### src/rtl/ahb_sram_pkg.sv
// Shared AHB-Lite constants, error-response state encoding and the
// transfer-size to byte-lane decoder used by the SRAM bridge.
package ahb_sram_pkg;

    localparam logic [1:0] HTRANS_IDLE   = 2'b00;
    localparam logic [1:0] HTRANS_BUSY   = 2'b01;
    localparam logic [1:0] HTRANS_NONSEQ = 2'b10;
    localparam logic [1:0] HTRANS_SEQ    = 2'b11;

    localparam logic [2:0] HSIZE_BYTE = 3'd0;
    localparam logic [2:0] HSIZE_HALF = 3'd1;
    localparam logic [2:0] HSIZE_WORD = 3'd2;

    // Two-cycle ERROR response sequencing
    typedef enum logic [1:0] {
        ERR_OKAY = 2'd0,
        ERR_ERR1 = 2'd1,
        ERR_ERR2 = 2'd2
    } err_state_t;

    typedef struct packed {
        logic [3:0] lanes;
        logic       illegal;
    } lane_dec_t;

    // Byte lanes touched by a transfer; illegal transfers report no lanes
    function automatic lane_dec_t lane_decode(input logic [2:0] hsize,
                                              input logic [1:0] addr);
        lane_dec_t d;
        d.lanes   = 4'b0000;
        d.illegal = 1'b0;
        case (hsize)
            HSIZE_BYTE: d.lanes = 4'b0001 << addr;
            HSIZE_HALF: begin
                d.lanes   = addr[1] ? 4'b1100 : 4'b0011;
                d.illegal = addr[0];
            end
            HSIZE_WORD: begin
                d.lanes   = 4'b1111;
                d.illegal = (addr != 2'b00);
            end
            default: d.illegal = 1'b1;
        endcase
        if (d.illegal) begin
            d.lanes = 4'b0000;
        end
        return d;
    endfunction

endpackage

### src/rtl/ahb_sram_bridge_sram_wbuf.sv
// One-entry posted write buffer: holds the pending write, drops it when
// the bridge grants a commit, and forwards its bytes over SRAM read data
// when a read targets the same word.
module sram_wbuf #(
    parameter int AW = 22
) (
    input  logic          clk,
    input  logic          resetn,
    input  logic          load,
    input  logic [AW-1:0] load_addr,
    input  logic [3:0]    load_lanes,
    input  logic [31:0]   load_data,
    input  logic          commit,
    input  logic [AW-1:0] fwd_addr,
    input  logic [31:0]   rdata,
    output logic          wb_valid,
    output logic [AW-1:0] wb_addr,
    output logic [3:0]    wb_lanes,
    output logic [31:0]   wb_data,
    output logic [31:0]   fwd_data
);

    logic hit;

    // Buffer registers: a new load takes priority over a same-cycle commit
    always_ff @(posedge clk) begin
        if (!resetn) begin
            wb_valid <= 1'b0;
            wb_addr  <= '0;
            wb_lanes <= 4'b0000;
            wb_data  <= 32'h0;
        end else if (load) begin
            wb_valid <= 1'b1;
            wb_addr  <= load_addr;
            wb_lanes <= load_lanes;
            wb_data  <= load_data;
        end else if (commit) begin
            wb_valid <= 1'b0;
        end
    end

    assign hit = wb_valid && (wb_addr == fwd_addr);

    // Byte-wise merge of buffered bytes over the SRAM read word
    always_comb begin
        fwd_data = rdata;
        for (int i = 0; i < 4; i++) begin
            if (hit && wb_lanes[i]) begin
                fwd_data[8*i +: 8] = wb_data[8*i +: 8];
            end
        end
    end

endmodule

### src/rtl/ahb_sram_bridge.sv
// AHB-Lite slave in front of a single-port synchronous SRAM. Reads use the
// port in their address phase; writes are posted into a one-entry buffer
// that drains whenever no read claims the port, giving zero wait states.
module ahb_sram_bridge
    import ahb_sram_pkg::*;
#(
    parameter int AW = 22
) (
    input  logic          clk,
    input  logic          resetn,
    input  logic          HSEL,
    input  logic [31:0]   HADDR,
    input  logic [1:0]    HTRANS,
    input  logic          HWRITE,
    input  logic [2:0]    HSIZE,
    input  logic          HREADY,
    input  logic [31:0]   HWDATA,
    output logic          HREADYOUT,
    output logic          HRESP,
    output logic [31:0]   HRDATA,
    output logic          mem_ena,
    output logic [3:0]    mem_wen,
    output logic [AW-1:0] mem_addr,
    output logic [31:0]   mem_wdata,
    input  logic [31:0]   mem_rdata
);

    err_state_t    state, state_next;
    lane_dec_t     dec;
    logic          accept, rd_accept, wr_accept, err_accept;
    logic          rd_phase_q, wr_phase_q;
    logic [AW-1:0] addr_q;
    logic [3:0]    lanes_q;
    logic          wb_load, wb_commit, wb_valid;
    logic [AW-1:0] wb_addr;
    logic [3:0]    wb_lanes;
    logic [31:0]   wb_data, fwd_data;
    logic          unused_bits;

    assign unused_bits = ^{HADDR[31:AW+2], HTRANS[0]};

    assign dec        = lane_decode(HSIZE, HADDR[1:0]);
    assign accept     = HSEL & HTRANS[1] & HREADY;
    assign rd_accept  = accept & ~HWRITE & ~dec.illegal;
    assign wr_accept  = accept &  HWRITE & ~dec.illegal;
    assign err_accept = accept &  dec.illegal;

    // Data-phase bookkeeping for the transfer accepted in the previous cycle
    always_ff @(posedge clk) begin
        if (!resetn) begin
            rd_phase_q <= 1'b0;
            wr_phase_q <= 1'b0;
            addr_q     <= '0;
            lanes_q    <= 4'b0000;
        end else if (HREADY) begin
            rd_phase_q <= rd_accept;
            wr_phase_q <= wr_accept;
            if (rd_accept || wr_accept) begin
                addr_q  <= HADDR[AW+1:2];
                lanes_q <= dec.lanes;
            end
        end
    end

    // Error response state register
    always_ff @(posedge clk) begin
        if (!resetn) begin
            state <= ERR_OKAY;
        end else begin
            state <= state_next;
        end
    end

    // Error response sequencing and bus handshake outputs
    always_comb begin
        state_next = state;
        HREADYOUT  = 1'b1;
        HRESP      = 1'b0;
        case (state)
            ERR_OKAY: begin
                if (err_accept) begin
                    state_next = ERR_ERR1;
                end
            end
            ERR_ERR1: begin
                HREADYOUT  = 1'b0;
                HRESP      = 1'b1;
                state_next = ERR_ERR2;
            end
            ERR_ERR2: begin
                HRESP      = 1'b1;
                state_next = err_accept ? ERR_ERR1 : ERR_OKAY;
            end
            default: state_next = ERR_OKAY;
        endcase
    end

    assign wb_load   = wr_phase_q & HREADYOUT;
    assign wb_commit = resetn & wb_valid & ~rd_accept;

    sram_wbuf #(.AW(AW)) u_wbuf (
        .clk        (clk),
        .resetn     (resetn),
        .load       (wb_load),
        .load_addr  (addr_q),
        .load_lanes (lanes_q),
        .load_data  (HWDATA),
        .commit     (wb_commit),
        .fwd_addr   (addr_q),
        .rdata      (mem_rdata),
        .wb_valid   (wb_valid),
        .wb_addr    (wb_addr),
        .wb_lanes   (wb_lanes),
        .wb_data    (wb_data),
        .fwd_data   (fwd_data)
    );

    // SRAM port arbitration: reads first, otherwise drain the buffer
    always_comb begin
        mem_ena  = 1'b0;
        mem_wen  = 4'b0000;
        mem_addr = wb_addr;
        if (resetn) begin
            if (rd_accept) begin
                mem_ena  = 1'b1;
                mem_addr = HADDR[AW+1:2];
            end else if (wb_valid) begin
                mem_ena = 1'b1;
                mem_wen = wb_lanes;
            end
        end
    end

    assign mem_wdata = wb_data;
    assign HRDATA    = rd_phase_q ? fwd_data : 32'h0;

endmodule

### config.mk
export PLATFORM = sky130hd
export DESIGN_NAME = ahb_sram_bridge
export DESIGN_NICKNAME = d
export VERILOG_FILES = /design/src/rtl/ahb_sram_pkg.sv /design/src/rtl/ahb_sram_bridge_sram_wbuf.sv /design/src/rtl/ahb_sram_bridge.sv
export SDC_FILE = /design/constraint.sdc
export NUM_CORES = 1
export LEC_CHECK = 0
export ABC_AREA = 1
export CAP_MARGIN = 25
export CORE_UTILIZATION = 46
export CTS_CLUSTER_SIZE = 8
export DETAILED_ROUTE_END_ITERATION = 8
export PLACE_DENSITY = 0.9
export SLEW_MARGIN = 20
export SYNTH_ARGS = -nofsm -noshare
export SYNTH_HDL_FRONTEND = slang
export SYNTH_SLANG_ARGS = --single-unit
### constraint.sdc
create_clock -name clk -period 4.05 [get_ports clk]
set_input_delay 1.215 -clock clk [delete_from_list [all_inputs] [get_ports clk]]
set_output_delay 1.215 -clock clk [all_outputs]
set_load 0.1 [all_outputs]
==> results.toml <==
[outcome]
outcome = "complete, but fails checks"
violations = "DRC"

[worst_setup_path]
arrival_ns = 2.78
critPathMaxFanout = 7
end_kind = "output pin"
max_stage_delay_ns = 0.28
cp-start-kind = "input pin"
crit_chain = "clkdlybuf4s15_1 > or2_4 > nand3_4 > nand4_4 > nor2_4 > nand2_8 > buf_16 > a21oi_4 > buf_12"
cpMaxStageDelayCell = "or2_4"
crit_type = "in -> out"
crit_required_ns = 2.83

[placement]
routabilityCongestion = 0.8148
dp_cells = 1034
dp_hpwl_um = 10850
numPortBuffers = 189

[global_routing]
grt_max_degree = 72
antenna_found_initial = 0
grtUsageTotal_pct = 30.89
first_global_vias = 5139
grt_first_pass_wirelength_um = 24580
grt-ovfl-total = 0

[power_and_ir_drop]
power_density_nw_per_um2 = 249.7
power_leakage_nw = 3.596
peakVddDrop_v = 0.0002386

[cells_and_area]
drive_gt1_share_pct = 18.66
multi_input_area_um2 = 2644
fin_cells = 1060
fill_cells = 572
regArea_um2 = 1782
area_delta_synth_final_pct = 73.29
nets = 1032
antenna_cells = 0

[logic_synthesis]
yosys_warnings = 0
yosysTopAreaCellShare_pct = 38.90
netlist_top_cells_area = "dfxtp_1, nor2_1, nand2_1"
synth_compound_area_share_pct = 17.56
synth-edff-count = 0
ys_seq_area_share_pct = 38.90
synth-simple-area-share_pct = 30.84
yosysMostFrequentCell = "nor2_1"
yosys.cell_types.count = 24
synth_mux_area_share_pct = 0
synth_common_cells = "nor2_1, nand2_1, o21ai_0, dfxtp_1, inv_1"
ys_seq_elements = 89
syn_avg_cell_area_um2 = 6.292
ys_async_sr_fraction_pct = 0
netlist_instances = 728
synth_fa_ha_area_share_pct = 1.093
synth_top_family_by_area = "simple AND/OR/NAND/NOR gates"
ys.flop_type = "dfxtp_1"
synth_nets = 838
synth_area_um2 = 4581
yosysTopAreaCell = "dfxtp_1"
synth_xor_xnor_area_share_pct = 0.1912

[route]
ant_nets = 0
drt_iter0_drc = 294
wl_per_cell_um = 15.77
drt_wl_total_um = 16720
vias = 5509
vias_per_cell = 5.197
first_pass_iters = 9
route.detailed.drc = 3

[cts]
clk_latency_ns = 0.38
cts_made_buffers = 9
cts-htree-levels = 3
cts-root-buf = "clkbuf_8"
cts.sink_count = 89
path_clk_slew_ns = 0.08
cts_tree = "built"
cts_buffer_depth = 2

[timing]
tightest_slew_ns = 1.017
setup_tns_ns = 0
setup-violations-final = 0
period_needed_ns = 3.999
hold_violations = 0
finalCritPeriodShare_pct = 98.75
maxSlewHeadroom_pct = 32.00
fmax_mhz = 250.0
fin_skew_ns = 0.01267
drv_slew = 0
rsz0062_at_grt = "false"

[floorplan]
die_w_um = 101.8
boundaryPins = 199
rows = 36
start_util_pct = 47.08
die_area_um2 = 10360
core_um2 = 9729
die_y_um = 101.8

[run]
cap_violations = 0

[worst_hold_path]
holdCritPathClass = "reg -> reg"
-- per-layer routing --
layer / wire [um] / track usage, % / part of all wire (%)
met5: 0 / 0 / 0
met2: 8687 / 54.99 / 52
met3: 972 / 7.039 / 5.8
met1: 6512 / 35.66 / 39
met4: 545 / 12.37 / 3.3
-- placed cells by master (no fill, tap or decap), types with 2 or more instances in the layout --
cell               n
clkinvlp_4         2
clkbuf_2           3
clkbuf_8           9
nor2_4            17
buf_12            61
nor2_1           160
buf_4             27
nor2_2             9
dfxtp_1           89
clkdlybuf4s50_1  119
nand3_2            3
nand3_1            9
buf_16             3
inv_1             80
nand2_1          138
o21ai_0           93
o21ai_1            2
nand4_2            4
dlymetal6s2s_1     2
nor3_1             4
clkbuf_1           2
clkdlybuf4s15_1    2
a21oi_1           45
a21oi_4           17
bufinv_16          2
inv_2              6
ha_1               4
-- per-stage QoR --
stage | power [mW] | utilization, % | hold slack, ns | setup WS [ns] | cell area [um^2]
5_1_grt | 2.047 | 81.58 | 0.4968 | 0.001725 | 7938
6_report | 1.982 | 81.58 | 0.4847 | 0.05068 | 7938
2_1_floorplan | 1.128 | - | 0.4473 | -0.3229 | 4765
4_1_cts | 1.962 | 80.62 | 0.4768 | 0.01328 | 7844
3_5_place_dp | 1.300 | 75.95 | 0.4671 | -0.2179 | 7390
3_3_place_gp | 1.291 | 75.95 | 0.4573 | -0.1397 | 7390
-- timing repair --
item | in CTS | in global routing
hold buffers | 0 | 0
buffers inserted | 3 | 3
pin swaps | 19 | 9
gates cloned | 3 | 1
setup endpoints to repair | 27 | 27
resized for setup | 48 | 21
-- cell families after synthesis --
group / Yosys count
buffers and inverters: 125
and+or+nand+nor: 349
AOI/OAI and AO/OA: 160
DFF: 89
adders and majority gates: 4
xor gates and xnor gates: 1
-- critical path: cells and delay by family --
| kind | cells | cell delay (ns) |
|---|---|---|
| and+or+nand+nor | 5 | 0.80 |
| AOI/OAI and AO/OA | 1 | 0.18 |
| buffers and inverters | 3 | 0.58 |
-- path summary, 6_finish.rpt --
kind,startpoint,to,slack (ns),cells past startpoint
max reg2reg,state[1],u_wbuf.wb_data[6],2.13,6
min,addr_q[21],u_wbuf.wb_addr[21],0.48,2
max,HADDR[1],mem_addr[2],0.05,9
min reg2reg,addr_q[21],u_wbuf.wb_addr[21],0.48,2
-- where the power goes --
group	leakage (nW)	switching, mW	internal [mW]
combinational	2.78	0.234	0.167
sequential	0.719	0.0135	0.892
clock	0.0995	0.328	0.347
total	3.60	0.576	1.41
-- flip-flops by register name, summed over array words and instances (netlist names) --
register,flops
u_wbuf.wb_data,32
u_wbuf.wb_addr,22
lanes_q,4
wr_phase_q,1
state,2
addr_q,22
u_wbuf.wb_lanes,4
u_wbuf.wb_valid,1
rd_phase_q,1
-- cell type report --
| type | instances | area share (%) |
|---|---|---|
| clock inverter | 5 | 1.009 |
| sequential | 89 | 22.45 |
| multi-input combinational | 514 | 33.31 |
| clock buffer | 11 | 1.655 |
| tap | 133 | 2.096 |
| timing repair buffer | 221 | 35.37 |
| inverter | 87 | 4.114 |
Power figures use the tool's default switching activity.
